File: config.mk
export PLATFORM = sky130hd
export DESIGN_NAME = tiny_rv_fetch_flat
export DESIGN_NICKNAME = d
export VERILOG_FILES = /design/src/rtl/tiny_rv_fetch_if.sv /design/src/rtl/tiny_rv_fetch.sv /design/src/flat_wrapper.sv
export SDC_FILE = /design/constraint.sdc
export NUM_CORES = 1
export LEC_CHECK = 0
export ABC_AREA = 1
export BUFFER_PORTS_ARGS = -buffer_cell sky130_fd_sc_hd__buf_2
export CAP_MARGIN = 20
export CORE_MARGIN = 4
export CORE_UTILIZATION = 55
export CTS_CLUSTER_DIAMETER = 100
export DETAILED_ROUTE_END_ITERATION = 8
export GPL_TIMING_DRIVEN = 0
export PLACE_DENSITY_LB_ADDON = 0.3
export SYNTH_ARGS = -nofsm -noshare
export SYNTH_HDL_FRONTEND = slang
export SYNTH_SLANG_ARGS = --single-unit
File: constraint.sdc
create_clock -name i_clk -period 2.2 [get_ports i_clk]
set_clock_uncertainty 0.2 [all_clocks]
set_input_delay 0 -clock i_clk [delete_from_list [all_inputs] [get_ports i_clk]]
set_output_delay 0 -clock i_clk [all_outputs]
set_load 0.05 [all_outputs]
File: src/rtl/tiny_rv_fetch_if.sv
`default_nettype none
// +----------------------------------------------------------------------+
// | tiny_rv_fetch_if : instruction-memory request/response port          |
// | Rev 1.0                                                              |
// +----------------------------------------------------------------------+
interface tiny_rv_fetch_if;
  logic        req;
  logic [31:0] addr;
  logic        ack;
  logic        rvalid;
  logic [31:0] rdata;

  modport master (output req, output addr, input ack, input rvalid, input rdata);
  modport slave  (input req, input addr, output ack, output rvalid, output rdata);
endinterface
`default_nettype wire

File: src/rtl/tiny_rv_fetch.sv
`default_nettype none
// +----------------------------------------------------------------------+
// | tiny_rv_fetch : tiny_rv32 fetch stage, one outstanding imem request  |
// | Rev 1.0                                                              |
// +----------------------------------------------------------------------+
module tiny_rv_fetch #(
  parameter logic [31:0] RESET_PC = 32'h0000_0000
) (
  input  wire logic        i_clk,
  input  wire logic        i_reset_n,
  input  wire logic        i_pipe_stall,
  input  wire logic        i_pipe_flush,
  input  wire logic [31:0] i_redirect_pc,
  tiny_rv_fetch_if.master  imem,
  output logic [31:0]      fetch_pc,
  output logic [31:0]      fetch_inst,
  output logic             fetch_valid
);

  localparam logic [31:0] c_reset_pc = {RESET_PC[31:2], 2'b00};

  typedef enum logic [1:0] {
    S_REQ  = 2'd0,
    S_WAIT = 2'd1,
    S_HOLD = 2'd2
  } state_t;

  state_t      r_state, w_state_nxt;
  logic [31:0] r_pc, w_pc_nxt;
  logic [31:0] r_req_pc, w_req_pc_nxt;
  logic [31:0] r_buf_pc, w_buf_pc_nxt;
  logic [31:0] r_buf_inst, w_buf_inst_nxt;
  logic        r_discard, w_discard_nxt;
  logic [31:0] w_fetch_pc_nxt, w_fetch_inst_nxt;
  logic        w_fetch_valid_nxt;
  logic        w_present;
  logic [31:0] w_pres_pc, w_pres_inst;
  logic [31:0] w_redirect_pc;
  logic        w_unused_lsb;

  assign w_redirect_pc = {i_redirect_pc[31:2], 2'b00};
  assign w_unused_lsb  = ^i_redirect_pc[1:0];

  assign imem.req  = i_reset_n && (r_state == S_REQ);
  assign imem.addr = r_pc;

  always_comb begin
    w_state_nxt    = r_state;
    w_pc_nxt       = r_pc;
    w_req_pc_nxt   = r_req_pc;
    w_discard_nxt  = r_discard;
    w_buf_pc_nxt   = r_buf_pc;
    w_buf_inst_nxt = r_buf_inst;
    w_present      = 1'b0;
    w_pres_pc      = r_buf_pc;
    w_pres_inst    = r_buf_inst;

    case (r_state)
      S_REQ: begin
        if (imem.ack) begin
          w_req_pc_nxt  = r_pc;
          w_state_nxt   = S_WAIT;
          w_discard_nxt = i_pipe_flush;
        end
      end
      S_WAIT: begin
        if (imem.rvalid) begin
          w_state_nxt   = S_REQ;
          w_discard_nxt = 1'b0;
          if (!r_discard && !i_pipe_flush) begin
            w_pc_nxt = r_req_pc + 32'd4;
            if (i_pipe_stall) begin
              w_buf_pc_nxt   = r_req_pc;
              w_buf_inst_nxt = imem.rdata;
              w_state_nxt    = S_HOLD;
            end else begin
              w_present   = 1'b1;
              w_pres_pc   = r_req_pc;
              w_pres_inst = imem.rdata;
            end
          end
        end else if (i_pipe_flush) begin
          // Response still in flight: remember to drop it when it lands
          w_discard_nxt = 1'b1;
        end
      end
      S_HOLD: begin
        if (i_pipe_flush) begin
          w_state_nxt = S_REQ;
        end else if (!i_pipe_stall) begin
          w_present   = 1'b1;
          w_state_nxt = S_REQ;
        end
      end
      default: w_state_nxt = S_REQ;
    endcase

    if (i_pipe_flush) begin
      w_pc_nxt       = w_redirect_pc;
      w_buf_pc_nxt   = 32'd0;
      w_buf_inst_nxt = 32'd0;
    end

    if (i_pipe_flush) begin
      w_fetch_pc_nxt    = 32'd0;
      w_fetch_inst_nxt  = 32'd0;
      w_fetch_valid_nxt = 1'b0;
    end else if (w_present) begin
      w_fetch_pc_nxt    = w_pres_pc;
      w_fetch_inst_nxt  = w_pres_inst;
      w_fetch_valid_nxt = 1'b1;
    end else if (i_pipe_stall) begin
      w_fetch_pc_nxt    = fetch_pc;
      w_fetch_inst_nxt  = fetch_inst;
      w_fetch_valid_nxt = fetch_valid;
    end else begin
      w_fetch_pc_nxt    = 32'd0;
      w_fetch_inst_nxt  = 32'd0;
      w_fetch_valid_nxt = 1'b0;
    end
  end

  always_ff @(posedge i_clk) begin
    if (!i_reset_n) begin
      r_state     <= S_REQ;
      r_pc        <= c_reset_pc;
      r_req_pc    <= 32'd0;
      r_buf_pc    <= 32'd0;
      r_buf_inst  <= 32'd0;
      r_discard   <= 1'b0;
      fetch_pc    <= 32'd0;
      fetch_inst  <= 32'd0;
      fetch_valid <= 1'b0;
    end else begin
      r_state     <= w_state_nxt;
      r_pc        <= w_pc_nxt;
      r_req_pc    <= w_req_pc_nxt;
      r_buf_pc    <= w_buf_pc_nxt;
      r_buf_inst  <= w_buf_inst_nxt;
      r_discard   <= w_discard_nxt;
      fetch_pc    <= w_fetch_pc_nxt;
      fetch_inst  <= w_fetch_inst_nxt;
      fetch_valid <= w_fetch_valid_nxt;
    end
  end

endmodule
`default_nettype wire

File: src/flat_wrapper.sv
// flat-port wrapper written by rule: the top's interface ports become plain ports
module tiny_rv_fetch_flat 
#(
  parameter logic [31:0] RESET_PC = 32'h0000_0000
)
  (i_clk, i_reset_n, i_pipe_stall, i_pipe_flush, i_redirect_pc, fetch_pc, fetch_inst, fetch_valid, imem_req, imem_addr, imem_ack, imem_rvalid, imem_rdata);
  tiny_rv_fetch_if imem_i ();
  input  wire logic i_clk;
  input  wire logic i_reset_n;
  input  wire logic i_pipe_stall;
  input  wire logic i_pipe_flush;
  input  wire logic [31:0] i_redirect_pc;
  output logic [31:0] fetch_pc;
  output logic [31:0] fetch_inst;
  output logic fetch_valid;
  output wire logic [$bits(imem_i.req)-1:0] imem_req;
  output wire logic [$bits(imem_i.addr)-1:0] imem_addr;
  input wire logic [$bits(imem_i.ack)-1:0] imem_ack;
  input wire logic [$bits(imem_i.rvalid)-1:0] imem_rvalid;
  input wire logic [$bits(imem_i.rdata)-1:0] imem_rdata;
  assign imem_req = imem_i.req;
  assign imem_addr = imem_i.addr;
  assign imem_i.ack = imem_ack;
  assign imem_i.rvalid = imem_rvalid;
  assign imem_i.rdata = imem_rdata;
  tiny_rv_fetch #(.RESET_PC(RESET_PC)) u_core (.i_clk(i_clk), .i_reset_n(i_reset_n), .i_pipe_stall(i_pipe_stall), .i_pipe_flush(i_pipe_flush), .i_redirect_pc(i_redirect_pc), .imem(imem_i), .fetch_pc(fetch_pc), .fetch_inst(fetch_inst), .fetch_valid(fetch_valid));
endmodule
==> impl_metrics.csv <==
group,metric,value,unit
clocking,clock_tree_from_tritoncts,"yes",
pwr,seq_power_share,46.4,%
placement,gp_routability_congestion,0.969,
pwr,overall_power_after_layout,8.56,mW
grt,initial_antenna_violation_count,0,
setup_path,worstPathArrival,2.23,ns
clocking,clkTransAtPathRegs,0.08,ns
logic_synthesis,post_synth_inst_count,1312,
timing,clock.fmax,472,MHz
route,post_drt_wl_per_cell,15.7,µm
logic_synthesis,ys.flop_type,"dfxtp_1",
placement,post_dp_cell_area,9910,µm²
logic_synthesis,synthDominantCellAreaShare,44.5,%
timing,setup_ws,0.0817,ns
timing,timing.final.crit_share,96.3,%
logic_synthesis,syn_nets,1386,
outcome,status,"finished, final reports clean",
grt,grt_first_pass_wirelength,44.5,mm
floorplanning,coreArea,15800,µm²
timing,slew_headroom,59.1,%
clocking,cts.sinks,196,
timing,hold_viol,0,
logic_synthesis,ys_async_sr_fraction,0,%
layout,nFillCells,1366,
pwr,pwr_cell_area,763,nW/µm²
layout,insertedDiodeCount,0,
setup_path,delay_of_the_slowest_critical_path_stage,0.45,ns
pwr,comb_power_share,17.9,%
setup_path,path_max_fanout,6,
clocking,clock_tree.buffer_depth,2,
floorplanning,chipWidth,135,µm
grt,largest_net_degree_at_the_start_of_global_routing,19,
layout,post_layout_nonfiller_instances,1791,
logic_synthesis,synth_largest_area_cell,"dfxtp_1",
timing,final-setup-viol-count,0,
setup_path,ff2ff_setup_slack,0.08,ns
layout,util_after_layout,71.2,%
grt,grt_remaining_overflow,0,
setup_path,cpMaxStageDelayCell,"dfxtp_1",
grt,total_routing_resource_utilization_after_global_routing,30.3,%
floorplanning,die_height,135,µm
placement,count_of_input_and_output_buffers,163,
clocking,cts.htree.levels,4,
layout,flow.area_growth_from_synthesis,27.2,%
logic_synthesis,netlist_top_cells_area,"dfxtp_1, nand2_1, a21oi_1",
clocking,post-cts-setup-buffer-count,0,
logic_synthesis,yosysWarningCount,0,
route,detail_route.wirelength,28.2,mm
clocking,clock_insertion_delay_worst_skew,0.44,ns
clocking,numCtsBuffers,17,
pwr,max-vdd-ir-drop,0.574,mV
pwr,internal_power,5.79,mW
setup_path,timing.critical_path.cells,"ha_1 -> nand2_1 -> nor2_2 -> nand3_1 -> nor2_1 -> nand3_1 -> nand3_1 -> a21oi_1",
placement,detailed_place_hpwl,20.3,mm
pwr,net-switching-power,2.77,mW
logic_synthesis,synth_cell_area,8820,µm²
pwr,power_switching_share,32.4,%
clocking,clock_root_cell,"clkbuf_16",
timing,worstMarginPinSlew,0.614,ns
setup_path,critPathCaptureType,"flop",
timing,min_period,2.12,ns
setup_path,crit_type,"reg -> reg",
grt,first_global_vias,9064,
logic_synthesis,postSynthRegisterBits,196,
pwr,p_clk_share,35.7,%
floorplanning,placementRows,46,
floorplanning,design.portCount,168,
placement,dp_cells,1691,
route,first_iter_violations,1128,
setup_path,critical_path.most_common_cell,"nand3_1",
timing,rsz0062_at_grt,"no",
layout,post_route_cells_drive_above_1_share,15.7,%
timing,setup_total_negative_slack,0,ns
route,vias_after_detailed_routing,9689,
logic_synthesis,seq_total_area_yosys,44.5,%
route,routed_via_density,5.41,
timing,timing.final.max_slew_violations,0,
route,postRouteAntennaNets,0,
logic_synthesis,post_synth_edffs,0,
timing,holdWs,0.165,ns
pwr,leakage,4.53,nW
floorplanning,floorplan.initialDensity,55.9,%
setup_path,worstSetupStartpointType,"flop",
layout,design.final.nets,1636,
min_path,timing.hold.worst.class,"in -> reg",
setup_path,timing.critical_path.required,2.31,ns
floorplanning,design.die.area,18100,µm²
logic_synthesis,synth.avg_cell_area,6.72,µm²
run,drv_cap,0,
route,drcViolationCount,0,
logic_synthesis,yosysUniqueCellTypes,25,
layout,layout.cell_area.non_filler,11200,µm²
route,detailedRoute.firstPassIterationCount,5,
placement,placement.setup.worst_slack,-0.0818,ns
## routing by layer
metal / wire (µm) / GRT usage (%) / vias up
met2: 13300 / 51.9 / 436
li1: - / - / 4778
met1: 12100 / 39.1 / 4418
met3: 2110 / 5.10 / 57
met4: 624 / 9.95 / 0
met5: 0 / 0 / -
## cells in the mapped netlist (all sizes together), types with 2 or more instances
cell type,number
a211oi,2
a21oi,191
a31oi,9
buf,28
clkbuf,61
dfxtp,196
ha,4
inv,83
nand2,460
nand3,130
nand4,7
nor2,54
o211ai,2
o21ai,82
## area by class of cell
cell class	count	area (µm²)	share of cell area [%]
well taps	216	270	2.41
clock buffers	17	425	3.79
clock inverters	15	148	1.32
flip-flops and latches	196	3920	35.0
inverters	83	312	2.78
plain buffers	89	430	3.84
multi-input cells	944	4220	37.6
repair buffers	231	1500	13.3
## critical path, delay by kind of cell (launching register included)
kind / cells / cell delay [ns]
compound gates: 1 / 0.06
simple gates: 6 / 1.04
flops: 1 / 0.45
fa+ha+maj: 1 / 0.25
## cells by family after synthesis
group,Yosys count,synth area share (%)
fa+ha+maj,4,0.567
buf+inv,172,8.06
compound gates,288,16.7
flops,196,44.5
simple gates,652,30.2
## power groups by stage
| stage | Combinational, mW | Sequential, mW | Clock (mW) |
|---|---|---|---|
| 3_5_place_dp | 1.38 | 4.04 | 0 |
| 2_1_floorplan | 0.813 | 4.11 | 0 |
| 6_report | 1.53 | 3.97 | 3.06 |
| 4_1_cts | 1.48 | 3.95 | 3.06 |
| 3_3_place_gp | 1.36 | 4.03 | 0 |
| 5_1_grt | 1.67 | 3.99 | 3.18 |
## cell usage in the layout, fill, tap and decap left out, types with 49 or more instances in the layout
master | Yosys | routed
dlygate4sd3_1 | 0 | 68
clkbuf_1 | 61 | 49
buf_2 | 16 | 173
nor2_1 | 52 | 49
o21ai_0 | 70 | 68
inv_1 | 80 | 80
nand3_1 | 130 | 130
dfxtp_1 | 196 | 196
nand2_1 | 458 | 454
a21oi_1 | 191 | 191
## flip-flops by register name (all words and copies together), names as in the netlist
signal	flops
u_core.fetch_inst	32
u_core.fetch_pc	32
u_core.imem.addr	32
u_core.r_buf_inst	32
u_core.r_buf_pc	32
u_core.r_req_pc	32
u_core.r_state	2
u_core.fetch_valid	1
u_core.r_discard	1
## final timing paths
kind,depth (start not counted),from,end
min reg2reg,2,u_core.fetch_inst[9],u_core.fetch_inst[9]
max reg2reg,8,u_core.r_req_pc[2],u_core.imem.addr[28]
max,8,u_core.r_req_pc[2],u_core.imem.addr[28]
min,4,i_redirect_pc[10],u_core.imem.addr[10]
## repair_timing
action	in CTS	in global routing
endpoints found under the setup margin	14	175
hold buffers	68	0
pin swaps	0	1
resized for setup	4	36
endpoints found under the hold margin	107	0
No activity file was read; power rests on OpenSTA's default activity.
